File: config.mk
export PLATFORM = sky130hd
export DESIGN_NAME = stream_rr_arbiter_flat
export DESIGN_NICKNAME = d
export VERILOG_FILES = /design/src/rtl/stream_rr_arbiter_if.sv /design/src/rtl/stream_rr_arbiter.sv /design/src/flat_wrapper.sv
export SDC_FILE = /design/constraint.sdc
export NUM_CORES = 1
export LEC_CHECK = 0
export CAP_MARGIN = 10
export CELL_PAD_IN_SITES_DETAIL_PLACEMENT = 2
export CELL_PAD_IN_SITES_GLOBAL_PLACEMENT = 2
export CORE_MARGIN = 1
export CORE_UTILIZATION = 15
export CTS_BUF_LIST = sky130_fd_sc_hd__clkbuf_4 sky130_fd_sc_hd__clkbuf_8
export CTS_CLUSTER_SIZE = 14
export DETAILED_ROUTE_END_ITERATION = 12
export PLACE_DENSITY = 0.85
export SETUP_SLACK_MARGIN = 0.5
export SYNTH_ARGS = -nofsm -noshare
export SYNTH_HDL_FRONTEND = slang
export SYNTH_SLANG_ARGS = --single-unit
File: constraint.sdc
create_clock -name clk -period 2.2 [get_ports clk]
set_input_delay 0.66 -clock clk [delete_from_list [all_inputs] [get_ports clk]]
set_output_delay 0.66 -clock clk [all_outputs]
set_load 0.02 [all_outputs]
File: src/rtl/stream_rr_arbiter_if.sv
// Handshake bundle between per-port upstream streams, the arbiter and the single downstream consumer.
// The slave view is taken by the arbiter; the master view is taken by the surrounding sources/sink.
interface stream_rr_arbiter_if #(
  parameter int unsigned N_PORTS   = 4,
  parameter int unsigned DATA_SIZE = 16
);
  localparam int unsigned GW = ($clog2(N_PORTS) > 1) ? $clog2(N_PORTS) : 1;

  logic [N_PORTS-1:0]           in_valid;
  logic [N_PORTS*DATA_SIZE-1:0] in_data;
  logic [N_PORTS-1:0]           in_ready;
  logic [N_PORTS-1:0]           in_enable;
  logic                         out_valid;
  logic [DATA_SIZE-1:0]         out_data;
  logic                         out_ready;
  logic                         grant_active;
  logic [GW-1:0]                grant_idx;

  modport slave (
    input  in_valid, in_data, in_enable, out_ready,
    output in_ready, out_valid, out_data, grant_active, grant_idx
  );

  modport master (
    output in_valid, in_data, in_enable, out_ready,
    input  in_ready, out_valid, out_data, grant_active, grant_idx
  );
endinterface

File: src/rtl/stream_rr_arbiter.sv
// Burst-limited round-robin arbiter multiplexing N_PORTS valid/ready streams onto one output.
// The granted port is passed through combinationally; arbitration only happens at grant release.
module stream_rr_arbiter #(
  parameter int unsigned N_PORTS   = 4,
  parameter int unsigned DATA_SIZE = 16,
  parameter int unsigned MAX_BURST = 4
) (
  input  logic                 clk,
  input  logic                 rst_n,
  stream_rr_arbiter_if.slave   bus
);
  localparam int unsigned GW = ($clog2(N_PORTS) > 1) ? $clog2(N_PORTS) : 1;
  localparam int unsigned CW = ($clog2(MAX_BURST + 1) > 1) ? $clog2(MAX_BURST + 1) : 1;

  typedef enum logic {S_IDLE, S_GRANT} state_e;

  state_e         state_q, state_d;
  logic [GW-1:0]  grant_q, grant_d;
  logic [CW-1:0]  cnt_q,   cnt_d;

  logic [N_PORTS-1:0] req;
  logic               any_req;
  logic [GW-1:0]      pick;
  logic               pick_found;
  logic [GW-1:0]      cand;

  logic               out_valid_c;
  logic [DATA_SIZE-1:0] out_data_c;
  logic [N_PORTS-1:0] in_ready_c;
  logic               xfer;
  logic               release_c;

  assign req     = bus.in_valid & bus.in_enable;
  assign any_req = |req;

  // Search starts one past the current grant so the current holder is considered last.
  always_comb begin
    pick       = grant_q;
    pick_found = 1'b0;
    cand       = '0;
    for (int unsigned k = 1; k <= N_PORTS; k++) begin
      cand = GW'((32'(grant_q) + k) % N_PORTS);
      if (!pick_found && req[cand]) begin
        pick_found = 1'b1;
        pick       = cand;
      end
    end
  end

  always_comb begin
    out_valid_c = 1'b0;
    out_data_c  = '0;
    in_ready_c  = '0;
    if (state_q == S_GRANT) begin
      out_valid_c         = bus.in_valid[grant_q];
      in_ready_c[grant_q] = bus.out_ready;
      if (out_valid_c) begin
        out_data_c = bus.in_data[grant_q*DATA_SIZE +: DATA_SIZE];
      end
    end
  end

  assign xfer = out_valid_c & bus.out_ready;

  // A stalled beat (valid without ready) blocks the mask-driven release so the output stays stable.
  assign release_c = (xfer && (cnt_q == CW'(MAX_BURST - 1)))
                   || !bus.in_valid[grant_q]
                   || (!bus.in_enable[grant_q] && !(out_valid_c && !bus.out_ready));

  always_comb begin
    state_d = state_q;
    grant_d = grant_q;
    cnt_d   = cnt_q;
    case (state_q)
      S_IDLE: begin
        if (any_req) begin
          state_d = S_GRANT;
          grant_d = pick;
          cnt_d   = '0;
        end
      end
      S_GRANT: begin
        if (release_c) begin
          cnt_d = '0;
          if (any_req) begin
            grant_d = pick;
          end else begin
            state_d = S_IDLE;
          end
        end else begin
          cnt_d = cnt_q + CW'(xfer);
        end
      end
      default: state_d = S_IDLE;
    endcase
  end

  always_ff @(posedge clk or negedge rst_n) begin
    if (!rst_n) begin
      state_q <= S_IDLE;
      grant_q <= GW'(N_PORTS - 1);
      cnt_q   <= '0;
    end else begin
      state_q <= state_d;
      grant_q <= grant_d;
      cnt_q   <= cnt_d;
    end
  end

  assign bus.out_valid    = out_valid_c;
  assign bus.out_data     = out_data_c;
  assign bus.in_ready     = in_ready_c;
  assign bus.grant_active = (state_q == S_GRANT);
  assign bus.grant_idx    = grant_q;
endmodule

File: src/flat_wrapper.sv
// flat-port wrapper written by rule: the top's interface ports become plain ports
module stream_rr_arbiter_flat 
#(
  parameter int unsigned N_PORTS   = 4,
  parameter int unsigned DATA_SIZE = 16,
  parameter int unsigned MAX_BURST = 4
)
  (clk, rst_n, bus_in_valid, bus_in_data, bus_in_enable, bus_out_ready, bus_in_ready, bus_out_valid, bus_out_data, bus_grant_active, bus_grant_idx);
  stream_rr_arbiter_if #(.N_PORTS(N_PORTS), .DATA_SIZE(DATA_SIZE)) bus_i ();
  input  logic clk;
  input  logic rst_n;
  input wire logic [$bits(bus_i.in_valid)-1:0] bus_in_valid;
  input wire logic [$bits(bus_i.in_data)-1:0] bus_in_data;
  input wire logic [$bits(bus_i.in_enable)-1:0] bus_in_enable;
  input wire logic [$bits(bus_i.out_ready)-1:0] bus_out_ready;
  output wire logic [$bits(bus_i.in_ready)-1:0] bus_in_ready;
  output wire logic [$bits(bus_i.out_valid)-1:0] bus_out_valid;
  output wire logic [$bits(bus_i.out_data)-1:0] bus_out_data;
  output wire logic [$bits(bus_i.grant_active)-1:0] bus_grant_active;
  output wire logic [$bits(bus_i.grant_idx)-1:0] bus_grant_idx;
  assign bus_i.in_valid = bus_in_valid;
  assign bus_i.in_data = bus_in_data;
  assign bus_i.in_enable = bus_in_enable;
  assign bus_i.out_ready = bus_out_ready;
  assign bus_in_ready = bus_i.in_ready;
  assign bus_out_valid = bus_i.out_valid;
  assign bus_out_data = bus_i.out_data;
  assign bus_grant_active = bus_i.grant_active;
  assign bus_grant_idx = bus_i.grant_idx;
  stream_rr_arbiter #(.N_PORTS(N_PORTS), .DATA_SIZE(DATA_SIZE), .MAX_BURST(MAX_BURST)) u_core (.clk(clk), .rst_n(rst_n), .bus(bus_i));
endmodule
==> results.json, run 1 <==
{
  "r2r_start": "u_core.bus.grant_idx[0]$_DFFE_PN1P_",
  "holdCritPathClass": "reg -> reg",
  "numCtsBuffers": 3,
  "skew_ns": 0.00268,
  "finalInstanceArea_sq_um": 2970,
  "synth_area_leaders": "mux4_2, and3_1, dfrtp_1, ha_1, o21ai_0",
  "fin_nets": 340,
  "synth_cell_types": 31,
  "rrSetupSlack_ns": -0.26,
  "grt_max_degree": 23,
  "critPathTopFamily": "flip-flops",
  "ios": 99,
  "core-area_sq_um": 7370,
  "crit_top_cell": "buf_6",
  "crit_cells": 6,
  "power_density_nw_per_um2": 1210,
  "stdcell_count": 356,
  "grt_pass1_wl_microns": 11500,
  "cp-end-kind": "output pin",
  "fin_setup_tns_ns": -10.08,
  "outcome": "finished with violations",
  "r2r-end": "u_core.cnt_q[2]$_DFFE_PN0P_",
  "hold_end": "u_core.cnt_q[2]$_DFFE_PN0P_",
  "ir_worst_vdd_mv": 0.325,
  "ff2ff_path_depth": 9,
  "avgSynthCellArea_sq_um": 9.85,
  "first_pass_iters": 4,
  "htreeDepth": 1,
  "m1WireLength_microns": 2850,
  "wl_met3_microns": 399,
  "synth_seq_area_share": 0.131,
  "power_mw": 3.60,
  "grtUsageTotal": 0.183,
  "ctsHoldBuffers": 0,
  "synth_top_area_cell": "mux4_2",
  "maxCapViolCount": 0,
  "crit_required_ns": 1.54,
  "fp-row-count": 31,
  "cp-start-kind": "flip-flop",
  "num_antenna_cells": 0,
  "nFillCells": 779,
  "dieHeight_microns": 90.0,
  "period_share": 1.24,
  "worst_slack_ns": -0.525,
  "cts_tree": "yes",
  "whs_ns": 0.535,
  "placedCellCount": 332,
  "met2_length_microns": 4180,
  "worst-path-max-fanout": 9,
  "grt_pass1_vias": 1997,
  "dpl.hpwl_microns": 5230,
  "slowest_stage": "dfstp_2",
  "cpPeakStageDelay_ns": 0.58,
  "rsz0062_at_grt": "yes",
  "syn2layout_area_growth_pct": 155,
  "clock_latency_ns": 0.22,
  "cp_cell_sequence": "buf_6 > mux4_2 > buf_6 > buf_16 > and3_4 > buf_6",
  "drive_gt1_frac": 0.490,
  "placed_area_sq_um": 2570,
  "p_leak_nw": 1.23,
  "initial_core_util": 0.158,
  "path_buf_inv": 4,
  "synth_fp_nets": 199,
  "hold_start": "u_core.cnt_q[2]$_DFFE_PN0P_",
  "routed_wl_microns": 7560,
  "final_antenna_net_count": 0,
  "synth_seq_cells": 6,
  "slew_headroom": 0.710,
  "synth_cells": 118,
  "finalHoldViolCount": 0,
  "avgViaCountPerCell": 4.70,
  "grt-ovfl-total": 0,
  "mappedNetlistArea_sq_um": 1160,
  "tightest_slew_ns": 0.430,
  "synth_warnings": 0,
  "root_buffer": "clkbuf_8",
  "fin_util": 0.403,
  "synth.top_cell.area_share": 0.329,
  "drt_iter0_drc": 41,
  "finalWeightedCongestion": 0.834,
  "critical_path_arrival_ns": 2.06,
  "antenna_found_initial": 0,
  "pre_cts_slack_ns": -1.12,
  "routed.top_layer": "met4",
  "hold_depth": 1,
  "period_minus_slack_ns": 2.72,
  "clock_path_buffers": 2,
  "cts.sinks": 6,
  "drc": 0,
  "io_buffers": 98,
  "fmax_mhz": 367,
  "path_class": "reg -> out",
  "violations": "negative setup slack",
  "setup_viol": 27,
  "clk_pin_slew_ns": 0.04,
  "slew_viol_final": 0,
  "dieArea_sq_um": 8110,
  "via_count": 1673,
  "die_w_microns": 90.0,
  "wl_per_cell_microns": 21.2
}
==> final cells by class <==
class,instances,area (sq um),share of cell area
inverters,5,21.3,0.00717
repair buffers,145,1550,0.521
well taps,99,124,0.0417
clock buffers,3,41.3,0.0139
flip-flops and latches,6,153,0.0514
multi-input cells,98,1080,0.365
==> cells by family after synthesis <==
| kind of cell | count (synthesis) | share of synthesized area |
|---|---|---|
| compound gates | 25 | 0.143 |
| flops | 6 | 0.131 |
| simple gates | 47 | 0.244 |
| mux | 20 | 0.360 |
| buf+inv | 14 | 0.0570 |
| fa+ha+maj | 6 | 0.0646 |
==> routing by layer <==
layer	vias to the layer above	global-route usage
met2	76	0.365
met3	12	0.0288
met5	-	0
li1	756	-
met1	829	0.194
met4	0	0.0538
==> where the power goes <==
part	switching, mW	internal, mW
combinational	1.34	1.90
sequential	0.0414	0.157
clock	0.0466	0.118
total	1.42	2.18
==> registers in the layout (all words and copies together), names as in the netlist <==
name / flops
u_core.bus.grant_idx: 2
u_core.bus.grant_active: 1
u_core.cnt_q: 3
==> timing repair <==
| item | in CTS | in global routing |
|---|---|---|
| cloned | 2 | 1 |
| resized for setup | 167 | 11 |
| setup buffers | 14 | 4 |
| endpoints found under the setup margin | 30 | 30 |
| pin swaps | 1 | 2 |
==> synth_stat cells <==
library cell / n
dfstp_2: 2
o21ai_2: 1
o22ai_1: 1
mux2_4: 1
nand3_1: 7
o21ai_0: 11
a32oi_1: 2
clkbuf_1: 3
a22oi_1: 4
nand2_1: 7
ha_1: 6
nand4b_4: 1
dfrtp_1: 4
inv_1: 5
nor3b_1: 1
buf_6: 1
nand2_2: 1
mux4_2: 17
o221ai_1: 1
a22o_1: 1
a21oi_1: 1
mux2i_1: 2
and2_1: 2
nor2_1: 3
and4_1: 1
nand4b_1: 1
a21o_1: 1
a21bo_2: 1
and3_1: 23
buf_2: 5
o2111ai_1: 1
==> how the worst max path moves through the flow <==
stage | end | start
floorplan | bus_out_data[10] | u_core.bus.grant_idx[0]$_DFFE_PN1P_
global placement | bus_out_data[2] | bus_in_valid[1]
detailed placement | bus_out_data[2] | bus_in_valid[1]
CTS | bus_out_data[13] | u_core.bus.grant_idx[0]$_DFFE_PN1P_
global route | bus_out_data[12] | u_core.bus.grant_idx[0]$_DFFE_PN1P_
finish | bus_out_data[7] | u_core.bus.grant_idx[0]$_DFFE_PN1P_
==> placed cells by master (no fill, tap or decap), drive strengths merged, types with 3 or more instances in the layout <==
cell type | netlist | final
dlygate4sd2 | 0 | 4
ha | 6 | 6
nor2 | 3 | 3
and3 | 23 | 23
o21ai | 12 | 12
a22oi | 4 | 4
mux4 | 17 | 17
inv | 5 | 5
clkdlybuf4s50 | 0 | 69
nand2 | 8 | 8
buf | 6 | 69
nand3 | 7 | 7
dfrtp | 4 | 4
clkbuf | 3 | 4
Note: power is estimated with default switching activity, not from simulation.
==> run 2: changes to the inputs <==
--- a/config.mk
+++ b/config.mk
@@ -15,6 +15,7 @@
 export DETAILED_ROUTE_END_ITERATION = 12
 export PLACE_DENSITY = 0.85
 export SETUP_SLACK_MARGIN = 0.5
+export SKIP_CTS_REPAIR_TIMING = 1
 export SYNTH_ARGS = -nofsm -noshare
 export SYNTH_HDL_FRONTEND = slang
 export SYNTH_SLANG_ARGS = --single-unit
==> run 2 against run 1 <==
The flow still finishes with violations (negative setup slack). Flip-flop and latch count unchanged. Global-route usage fell by 3.0 points. Critical path depth did not move. Maximum frequency down 1.9%. Total power fell by 5.4%. Clock skew is 0.0011 ns lower. Clock power barely moved. Worst hold slack improved by 0.023 ns. Die area stayed put. Count of clock-buffer cells in the layout unchanged. Cell area is 0.93% lower. Sequential share of layout area grew 0.30 points. Largest power group unchanged.
==> results.json, run 2 (same netlist as run 1, synthesis figures left out) <==
{
  "grt-ovfl-total": 0,
  "dieArea_sq_um": 8110,
  "layout_common_cells": "clkdlybuf4s50_1, buf_4, mux4_2",
  "worst_slack_ns": -0.578,
  "setup_viol": 26,
  "slew_headroom": 0.728,
  "holdCritPathClass": "reg -> reg",
  "rrSetupSlack_ns": -0.12,
  "skew_ns": 0.00156,
  "fin_setup_tns_ns": -9.41,
  "clock_latency_ns": 0.22,
  "share_seq_of_total_power": 0.073,
  "r2r-end": "u_core.cnt_q[2]$_DFFE_PN0P_",
  "clk_pin_slew_ns": 0.04,
  "htreeDepth": 1,
  "top_usage_layer": "met2",
  "use_met1": 0.168,
  "outcome": "finished with violations",
  "avgViaCountPerCell": 4.68,
  "core-area_sq_um": 7370,
  "first_pass_iters": 4,
  "final_common_cell": "clkdlybuf4s50_1",
  "ff2ff_path_depth": 7,
  "grt_max_degree": 23,
  "fin_util": 0.399,
  "io_buffers": 98,
  "cp-start-kind": "flip-flop",
  "whs_ns": 0.558,
  "hold_depth": 1,
  "p_clk_frac": 0.049,
  "cts_tree": "yes",
  "critical_path_arrival_ns": 2.12,
  "finalHoldViolCount": 0,
  "drt_iter0_drc": 33,
  "power_mw": 3.41,
  "internal-power_mw": 2.00,
  "tightest_slew_ns": 0.407,
  "largest-register": "u_core.cnt_q",
  "grt_pass1_vias": 1784,
  "root_buffer": "clkbuf_8",
  "r2r_start": "u_core.bus.grant_idx[0]$_DFFE_PN1P_",
  "violations": "negative setup slack",
  "fp-row-count": 31,
  "slew_viol_final": 0,
  "fmax_mhz": 360,
  "pwr-share-comb": 0.878,
  "grtUsageTotal": 0.153,
  "initial_core_util": 0.158,
  "cp-end-kind": "output pin",
  "crit_required_ns": 1.54,
  "dieHeight_microns": 90.0,
  "power_density_nw_per_um2": 1160,
  "cts.sinks": 6,
  "clock_path_buffers": 2,
  "wl_per_cell_microns": 21.7,
  "hold_start": "u_core.cnt_q[2]$_DFFE_PN0P_",
  "grt_use_met2": 0.308,
  "antenna_found_initial": 0,
  "die_w_microns": 90.0,
  "ir_worst_vdd_mv": 0.274,
  "drive_gt1_frac": 0.506,
  "use_met3": 0.0212,
  "path_class": "reg -> out",
  "switchingPower_mw": 1.41,
  "fin_nets": 342,
  "finalWeightedCongestion": 0.834,
  "ios": 99,
  "final_antenna_net_count": 0,
  "maxCapViolCount": 0,
  "via_count": 1674,
  "period_share": 1.26,
  "dpl.hpwl_microns": 5230,
  "hold_end": "u_core.cnt_q[2]$_DFFE_PN0P_",
  "nFillCells": 789,
  "p_leak_nw": 1.24,
  "worst-path-max-fanout": 7,
  "rsz0062_at_grt": "yes",
  "routed_wl_microns": 7780,
  "num_antenna_cells": 0,
  "drc": 0,
  "largest_reg_flops": 3,
  "syn2layout_area_growth_pct": 153,
  "swShare": 0.413,
  "grt_pass1_wl_microns": 9770,
  "numCtsBuffers": 3,
  "period_minus_slack_ns": 2.78
}
==> run 2: cell count changes in the layout (fill, tap and decap cells not counted), moves of 4 or more <==
| cell | delta |
|---|---|
| clkbuf_2 | +7 |
| buf_2 | +4 |
| buf_6 | -19 |
| dlygate4sd2_1 | -4 |
| dlymetal6s2s_1 | +6 |
| buf_4 | +9 |
==> run 2: how the worst max path moves through the flow <==
stage	endpoint	from
final	bus_out_data[0]	u_core.bus.grant_idx[0]$_DFFE_PN1P_
after global routing	bus_out_data[0]	u_core.bus.grant_idx[0]$_DFFE_PN1P_
after CTS	bus_out_data[2]	bus_in_valid[1]
after detailed placement	bus_out_data[2]	bus_in_valid[1]
after global placement	bus_out_data[2]	bus_in_valid[1]
after floorplan	bus_out_data[10]	u_core.bus.grant_idx[0]$_DFFE_PN1P_
==> run 2: power by group through the flow <==
stage	logic, mW	registers [mW]	clock network (mW)
finish	2.99	0.248	0.167
global route	3.18	0.252	0.179
CTS	2.42	0.238	0.170
detailed placement	2.41	0.240	0
global placement	2.33	0.237	0
floorplan	1.41	0.220	0
==> run 2: metrics by stage <==
step | setup slack, ns | area (sq um) | instances
after CTS | -1.12 | 2610 | 335
after global placement | -1.06 | 2570 | 332
final | -0.578 | 2940 | 358
after detailed placement | -1.12 | 2570 | 332
after floorplan | -0.149 | 1280 | 118
after global routing | -0.615 | 2940 | 358
==> run 2: routing by layer <==
layer,wire (microns),share of wire
met1,3160,0.41
met4,147,0.019
met2,4060,0.52
met5,0,0
met3,411,0.053
==> run 2: final cells by class <==
type / instances / area [sq um] / area share
inverters: 5 / 27.5 / 0.00936
repair buffers: 144 / 1420 / 0.483
multi-input cells: 101 / 1170 / 0.397
clock buffers: 3 / 41.3 / 0.0140
flip-flops and latches: 6 / 160 / 0.0545
well taps: 99 / 124 / 0.0421
==> run 2: critical path, cell delays in order, from the launching register on <==
cell	delay, ns
dfstp_4	0.66
buf_6	0.13
mux4_2	0.56
buf_6	0.16
buf_6	0.11
and3_4	0.16
buf_6	0.12
==> run 3: changes to the inputs <==
--- a/config.mk
+++ b/config.mk
@@ -16,6 +16,7 @@
 export PLACE_DENSITY = 0.85
 export SETUP_SLACK_MARGIN = 0.5
 export SKIP_CTS_REPAIR_TIMING = 1
+export SKIP_LAST_GASP = 1
 export SYNTH_ARGS = -nofsm -noshare
 export SYNTH_HDL_FRONTEND = slang
 export SYNTH_SLANG_ARGS = --single-unit
==> run 3 against run 2 <==
The flow still finishes with violations (negative setup slack). Worst hold slack lost 0.027 ns. Die area unchanged. Sequential share of layout area is 0.080 points higher. Critical endpoint is now bus_out_data[15].
==> results.json, run 3 (same netlist as run 1, synthesis figures left out) <==
{
  "p_leak_nw": 1.23,
  "cpPeakStageDelay_ns": 0.67,
  "first_pass_iters": 4,
  "drive_gt1_frac": 0.502,
  "drt_iter0_drc": 51,
  "crit_required_ns": 1.54,
  "stdcell_count": 358,
  "path_class": "reg -> out",
  "clock_latency_ns": 0.22,
  "io_buffers": 98,
  "ir_worst_vdd_mv": 0.275,
  "fin_util": 0.393,
  "die_w_microns": 90.0,
  "cp-start-kind": "flip-flop",
  "htreeDepth": 1,
  "layout_common_cells": "clkdlybuf4s50_1, buf_4, mux4_2",
  "maxCapViolCount": 0,
  "finalWeightedCongestion": 0.834,
  "cp-endpoint": "bus_out_data[15]",
  "r2r-end": "u_core.bus.grant_idx[1]$_DFFE_PN1P_",
  "largest_reg_flops": 3,
  "fin_setup_tns_ns": -9.49,
  "swShare": 0.414,
  "wl_per_cell_microns": 21.8,
  "hold_depth": 1,
  "dieHeight_microns": 90.0,
  "rsz0062_at_grt": "yes",
  "clk_pin_slew_ns": 0.04,
  "worst_slack_ns": -0.578,
  "finalInstanceArea_sq_um": 2900,
  "grt-ovfl-total": 0,
  "tightest_slew_ns": 0.413,
  "root_buffer": "clkbuf_8",
  "grt_pass1_wl_microns": 9770,
  "fin_nets": 342,
  "grt_pass1_vias": 1784,
  "skew_ns": 0.00441,
  "placed_area_sq_um": 2570,
  "avgViaCountPerCell": 4.82,
  "finalHoldViolCount": 0,
  "pwr-share-comb": 0.876,
  "final_antenna_net_count": 0,
  "rrSetupSlack_ns": -0.11,
  "clock_path_buffers": 2,
  "worst-path-max-fanout": 7,
  "outcome": "finished with violations",
  "numCtsBuffers": 3,
  "critical_path_arrival_ns": 2.12,
  "syn2layout_area_growth_pct": 149,
  "antenna_found_initial": 0,
  "setup_viol": 26,
  "grtUsageTotal": 0.153,
  "cp_cell_sequence": "buf_6 > mux4_2 > buf_6 > buf_6 > and3_4 > buf_6",
  "drc": 0,
  "ios": 99,
  "num_antenna_cells": 0,
  "slew_headroom": 0.724,
  "period_share": 1.26,
  "initial_core_util": 0.158,
  "holdCritPathClass": "reg -> reg",
  "ff2ff_path_depth": 8,
  "period_minus_slack_ns": 2.78,
  "placedCellCount": 332,
  "final_common_cell": "clkdlybuf4s50_1",
  "grt_max_degree": 23,
  "slew_viol_final": 0,
  "power_mw": 3.35,
  "via_count": 1727,
  "cp-startpoint": "u_core.bus.grant_idx[0]$_DFFE_PN1P_",
  "cts_tree": "yes",
  "core-area_sq_um": 7370,
  "internal-power_mw": 1.96,
  "r2r_start": "u_core.bus.grant_idx[0]$_DFFE_PN1P_",
  "fp-row-count": 31,
  "share_seq_of_total_power": 0.075,
  "dieArea_sq_um": 8110,
  "fmax_mhz": 360,
  "cts.sinks": 6,
  "switchingPower_mw": 1.39,
  "violations": "negative setup slack",
  "power_density_nw_per_um2": 1150,
  "crit_top_cell": "buf_6",
  "p_clk_frac": 0.050,
  "dpl.hpwl_microns": 5230,
  "routed_wl_microns": 7800,
  "slowest_stage": "dfstp_4",
  "cp-end-kind": "output pin",
  "largest-register": "u_core.cnt_q"
}
run 3: cell count changes in the layout (fill, tap and decap cells not counted), sizes merged:
cell / change
buf: -2
clkbuf: +2
run 3: area by class of cell:
type | count | area, sq um
timing repair buffer | 144 | 1400
sequential | 6 | 160
fill | 800 | 4470
tap | 99 | 124
multi-input combinational | 101 | 1150
clock buffer | 3 | 41.3
inverter | 5 | 22.5
run 3: power groups by stage:
stage	registers [mW]	clock network [mW]	logic, mW
after global routing	0.256	0.178	3.10
after global placement	0.237	0	2.33
after CTS	0.238	0.170	2.42
final	0.250	0.166	2.93
after detailed placement	0.240	0	2.41
after floorplan	0.220	0	1.41
run 3: metal layers:
layer  wire (microns)  vias up  global-route usage  share of wire
li1                 -      773                   -              -
met1             3150      870               0.168           0.40
met2             4140       76               0.308           0.53
met3              394        8              0.0212          0.051
met4              112        0              0.0282          0.014
met5                0        -                   0              0
run 3: how the worst min path moves through the flow:
stage / to / slack [ns] / startpoint
floorplan: u_core.bus.grant_active$_DFF_PN0_ / 0.36 / rst_n
CTS: u_core.cnt_q[2]$_DFFE_PN0P_ / 0.53 / u_core.cnt_q[2]$_DFFE_PN0P_
finish: u_core.cnt_q[2]$_DFFE_PN0P_ / 0.53 / u_core.cnt_q[2]$_DFFE_PN0P_
global placement: u_core.cnt_q[2]$_DFFE_PN0P_ / 0.50 / u_core.cnt_q[2]$_DFFE_PN0P_
detailed placement: u_core.cnt_q[2]$_DFFE_PN0P_ / 0.52 / u_core.cnt_q[2]$_DFFE_PN0P_
global route: u_core.cnt_q[2]$_DFFE_PN0P_ / 0.57 / u_core.cnt_q[2]$_DFFE_PN0P_
run 3: critical path, delay by kind of cell (launching register included):
family                 cells  cell delay (ns)
multiplexers               1             0.56
AND/OR/NAND/NOR            1             0.16
buffers and inverters      4             0.51
flip-flops                 1             0.67
run 3: metrics by stage:
step	setup slack [ns]	hold slack [ns]
4_1_cts	-1.12	0.526
3_5_place_dp	-1.12	0.521
6_report	-0.578	0.531
2_1_floorplan	-0.149	0.364
5_1_grt	-0.612	0.565
3_3_place_gp	-1.06	0.500
==> RTL change 1: new RTL, settings of run 1 <==
`N_PORTS` is set to 4 in 3 places; all go to 8.
--- a/src/rtl/stream_rr_arbiter_if.sv
+++ b/src/rtl/stream_rr_arbiter_if.sv
@@ -2,5 +2,5 @@
 // The slave view is taken by the arbiter; the master view is taken by the surrounding sources/sink.
 interface stream_rr_arbiter_if #(
-  parameter int unsigned N_PORTS   = 4,
+  parameter int unsigned N_PORTS   = 8,
   parameter int unsigned DATA_SIZE = 16
 );
--- a/src/rtl/stream_rr_arbiter.sv
+++ b/src/rtl/stream_rr_arbiter.sv
@@ -2,5 +2,5 @@
 // The granted port is passed through combinationally; arbitration only happens at grant release.
 module stream_rr_arbiter #(
-  parameter int unsigned N_PORTS   = 4,
+  parameter int unsigned N_PORTS   = 8,
   parameter int unsigned DATA_SIZE = 16,
   parameter int unsigned MAX_BURST = 4
--- a/src/flat_wrapper.sv
+++ b/src/flat_wrapper.sv
@@ -2,5 +2,5 @@
 module stream_rr_arbiter_flat 
 #(
-  parameter int unsigned N_PORTS   = 4,
+  parameter int unsigned N_PORTS   = 8,
   parameter int unsigned DATA_SIZE = 16,
   parameter int unsigned MAX_BURST = 4
Ports: changed (5 resized); port bits go from 99 to 176. No check against the original RTL was run, so the function may have changed too.
==> RTL change 1 against run 1 <==
  * Fmax down 7.8%
  * Synthesized area is 110% higher
  * Worst hold slack better by 0.047 ns
  * Clock power increased by 17%
  * Setup slack got worse by 0.23 ns
  * Critical path type unchanged
  * Largest cell class unchanged
  * The run still ends with negative setup slack left
  * Power rose to 2.8 times the old value
  * Non-clock buffer count grew 137
  * Cell area up 100%
  * Routed wire length increased by 140%
  * Sequential share of layout area down 2.1 points
  * Sequential cell count rose by 1
==> RTL change 1: results (changes against run 1) <==
.. list-table::
   :header-rows: 1

   * - Metric
     - Value
   * - Routing usage on met1
     - 19.14% (-0.26 points)
   * - Mux contribution to synthesized area
     - 44.94% (+9.0 points)
   * - Largest net degree at the start of global routing
     - 33 (+43%)
   * - Instance area at placement
     - 5159 um2 (+100%)
   * - Mapped Nets
     - 415 (+110%)
   * - Global-route track usage on met3
     - 3.198% (+0.32 points)
   * - Met2 WL post-DR
     - 9.739 mm (+130%)
   * - Top post-synthesis cells by area
     - sky130_fd_sc_hd__mux4_2 (39%), sky130_fd_sc_hd__nand2_1 (7.6%), sky130_fd_sc_hd__a21oi_1 (4.7%)
   * - Die width
     - 130.1 um (+44%)
   * - Max FO, Critical Path
     - 4 (-5)
   * - Tightest Pin Transition
     - 0.5661 ns (+0.1357 ns)
   * - Aggregate global-route resource usage
     - 20.48% (+2.2 points)
   * - Worst Setup Slack, final
     - -0.7549 ns (-0.2303 ns)
   * - Adder-cell area share of the yosys netlist
     - 4.067% (-2.4 points)
   * - Net load switching power
     - 4.646 mW (+230%)
   * - Met3 layer wire length in the routed design
     - 1.282 mm (+220%)
   * - Non-clock buffer area fraction after layout
     - 47.62% (-4.5 points)
   * - Area Overhead vs Synth
     - 143.7%
   * - Multi-input combinational cell count
     - 228 (+130%)
   * - Cell leakage power
     - 2.333 nW (+90%)
   * - Clock buffers
     - 4 (+1)
   * - Post-synthesis sequential area ratio
     - 7.270% (-5.9 points)
   * - Final #Nets
     - 684 (+100%)
   * - Number of standard cells in the layout, taps in and fillers out
     - 744 (+110%)
   * - Proportion of cell area spent on the clock network
     - 0.8135% (-0.58 points)
   * - Setup-failing EPs final
     - 31 (+15%)
   * - Outcome
     - finished, violations left
   * - Fraction of final layout cells with drive strength greater than 1
     - 48.86% (-0.16 points)
   * - # port buffers
     - 175 (+79%)
   * - Proportion of cell area occupied by multi-input gates
     - 43.10% (+6.6 points)
   * - Commonest cells in the netlist
     - sky130_fd_sc_hd__nand2_1 (50), sky130_fd_sc_hd__mux4_2 (43), sky130_fd_sc_hd__a21oi_1 (23), sky130_fd_sc_hd__nor2_1 (12), sky130_fd_sc_hd__o211ai_1 (12)
   * - Violated checks
     - negative setup slack
   * - CTS Sinks
     - 7 (+1)
   * - Number of global-route vias before repair
     - 4235 (+110%)
   * - Number of fillers in the final layout
     - 1663 (+110%)
   * - Worst vdd rail ir drop
     - 0.5055 mV (+55%)
## RTL change 1: final timing paths
check / from / to / slack (ns) / depth (start not counted)
max: u_core.bus.grant_idx[0]$_DFFE_PN1P_ / bus_out_data[15] / -0.75 / 7
min: u_core.cnt_q[1]$_DFFE_PN0P_ / u_core.cnt_q[1]$_DFFE_PN0P_ / 0.58 / 1
max reg2reg: u_core.bus.grant_idx[0]$_DFFE_PN1P_ / u_core.bus.grant_idx[0]$_DFFE_PN1P_ / -0.74 / 10
min reg2reg: u_core.cnt_q[1]$_DFFE_PN0P_ / u_core.cnt_q[1]$_DFFE_PN0P_ / 0.58 / 1
max in group asynchronous: rst_n / u_core.bus.grant_idx[2]$_DFFE_PN1P_ / 1.20 / 1
min in group asynchronous: rst_n / u_core.cnt_q[0]$_DFFE_PN0P_ / 0.71 / 1
## RTL change 1: critical path, cell delays in order (launching register included)
cell and delay (ns):
sky130_fd_sc_hd__dfstp_4 0.68, sky130_fd_sc_hd__mux4_2 0.53, sky130_fd_sc_hd__mux2_4 0.32, sky130_fd_sc_hd__nand2_8 0.10, sky130_fd_sc_hd__buf_12 0.11, sky130_fd_sc_hd__clkbuf_16 0.13, sky130_fd_sc_hd__a21oi_2 0.03, sky130_fd_sc_hd__buf_2 0.16
## RTL change 1: power by group through the flow
stage          Clock (mW)  Combinational [mW]  Sequential (mW)
4_1_cts             0.195                8.65            0.312
6_report            0.192                9.61            0.318
2_1_floorplan           0                4.56            0.322
3_3_place_gp            0                6.95            0.327
3_5_place_dp            0                7.25            0.327
5_1_grt             0.206                10.1            0.320
## RTL change 1: what timing repair did
action                                  in CTS  in global routing
cloned                                       2                  2
buffers inserted                            24                 11
pin swaps                                   10                 17
gates resized for setup                    217                 35
endpoints found under the setup margin      36                 35
==> RTL change 2: new RTL, settings of run 1 <==
Made on the original files. Reset style: synchronous (`rst_n`), changed in one clocked block.
--- a/src/rtl/stream_rr_arbiter.sv
+++ b/src/rtl/stream_rr_arbiter.sv
@@ -96,5 +96,5 @@
   end
 
-  always_ff @(posedge clk or negedge rst_n) begin
+  always_ff @(posedge clk) begin
     if (!rst_n) begin
       state_q <= S_IDLE;
Function: differs if rst_n is asserted again (counterexample within 4 cycles, from zero or initial values and one cycle with rst_n low); with rst_n held inactive, the same outputs for 10 cycles.
==> RTL change 2 against run 1 <==
  * The run still ends with negative setup slack left
  * Setup slack better by 0.14 ns
  * Sequential cell count unchanged
  * Cell area rose by 4.0%
  * Routed wire length rose by 30%
  * Register-to-register slack gained 0.14 ns
  * Synthesized area is 4.2% lower
  * Critical path type is now in -> out
Power is not compared: it rests on default switching activity, and its combinational part moved more than twofold at a synthesized area within 25%.
==> RTL change 2: results (changes against run 1) <==
.. list-table::
   :header-rows: 1

   * - Metric
     - Value
   * - Placer congestion estimate
     - 0.7976 (-4.3%)
   * - Count of routing violations after the opening detailed-route iteration
     - 88 (+110%)
   * - Max FO, Critical Path
     - 1 (-8)
   * - Post-detail-place hpwl
     - 4.873 mm (-6.9%)
   * - Worst Setup Slack post-DPL
     - -1.014 ns (+0.1087 ns)
   * - Global-route wire length before repair
     - 12.05 mm (+4.5%)
   * - Total negative setup slack
     - -6.321 ns (+3.757 ns)
   * - Violated checks
     - negative setup slack
   * - Top post-synthesis cells by area
     - sky130_fd_sc_hd__mux4_2 (38%), sky130_fd_sc_hd__dfxtp_1 (11%), sky130_fd_sc_hd__and3_1 (8.4%)
   * - Outcome
     - finished, violations left
   * - Average via count per standard cell
     - 4.921 (+4.7%)
   * - Post-synthesis sequential area ratio
     - 10.79% (-2.3 points)
   * - Final Cell Area
     - 3085 um2 (+4.0%)
   * - Multi-input combinational cell count
     - 90 (-8.2%)
   * - Diode count
     - 1 (+1)
   * - Commonest cells in the netlist
     - sky130_fd_sc_hd__mux4_2 (19), sky130_fd_sc_hd__and3_1 (15), sky130_fd_sc_hd__nand2_1 (8), sky130_fd_sc_hd__and3_2 (7)
   * - Async SR Flop Fraction
     - 0% (-100 points)
   * - Proportion of cell area spent on the clock network
     - 1.582% (+0.19 points)
   * - Number of global-route vias before repair
     - 1795 (-10%)
   * - Number of standard cells in the layout, taps in and fillers out
     - 342 (-3.9%)
   * - CP max-delay cell
     - sky130_fd_sc_hd__mux4_2
   * - Setup-failing EPs final
     - 24 (-11%)
   * - Instance area at placement
     - 2469 um2 (-3.8%)
   * - Worst Setup Slack, final
     - -0.3867 ns (+0.1379 ns)
   * - Max stage delay on crit path
     - 0.50 ns (-0.08 ns)
   * - Main synth FF type
     - sky130_fd_sc_hd__dfxtp_1
   * - Complex-gate fraction of the synthesized area
     - 10.34% (-4.0 points)
   * - CTS-repair resized insts
     - 206 (+23%)
   * - FF/Latch Area
     - 128.9 um2 (-16%)
   * - Final Skew
     - 0.003211 ns (+0.0005351 ns)
   * - Mux contribution to synthesized area
     - 40.79% (+4.8 points)
   * - Final #Nets
     - 324 (-4.7%)
   * - Buffer count excluding the clock tree in the final layout
     - 139 (-4.1%)
   * - Synthesized instance count
     - 107 (-9.3%)
   * - Number of fillers in the final layout
     - 716 (-8.1%)
   * - Placed instance count
     - 322 (-3.0%)
   * - Post-CTS setup repair buffer count
     - 4 (-10)
[RTL change 2: changes by cell type after synthesis, moves of 3 or more]
cell / change
sky130_fd_sc_hd__dfrtp_1: -4
sky130_fd_sc_hd__a21oi_1: +3
sky130_fd_sc_hd__buf_2: -3
sky130_fd_sc_hd__o21ai_0: -11
sky130_fd_sc_hd__and3_1: -8
sky130_fd_sc_hd__nor2b_1: +3
sky130_fd_sc_hd__and3_2: +7
sky130_fd_sc_hd__o211ai_1: +3
sky130_fd_sc_hd__dfxtp_1: +6
sky130_fd_sc_hd__nand3_1: -3
[RTL change 2: worst max-delay path: cells and delay by family]
| family | cells | cell delay (ns) |
|---|---|---|
| simple gates | 1 | 0.20 |
| mux | 1 | 0.50 |
| buf+inv | 2 | 0.57 |
[RTL change 2: per-layer routing]
layer	global-route usage [%]	share of wire [%]
met1	25.38	40
met2	40.63	51
met3	3.299	6.5
met4	5.425	2.5
met5	0	0
[RTL change 2: path summary, 6_finish.rpt]
| path | from | endpoint | slack, ns | depth (start not counted) |
|---|---|---|---|---|
| setup / recovery | bus_in_data[53] | bus_out_data[5] | -0.39 | 4 |
| hold / removal | u_core.cnt_q[2]$_SDFFE_PN0P_ | u_core.cnt_q[2]$_SDFFE_PN0P_ | 0.61 | 2 |
| setup reg to reg | u_core.bus.grant_idx[0]$_SDFFE_PN1P_ | u_core.bus.grant_idx[0]$_SDFFE_PN1P_ | -0.12 | 10 |
| hold reg to reg | u_core.cnt_q[2]$_SDFFE_PN0P_ | u_core.cnt_q[2]$_SDFFE_PN0P_ | 0.61 | 2 |
[RTL change 2: where the power goes]
group          internal (mW)  total [mW]  switching, mW
combinational          0.718        1.25          0.533
clock                  0.139       0.204         0.0657
sequential             0.121       0.135         0.0142
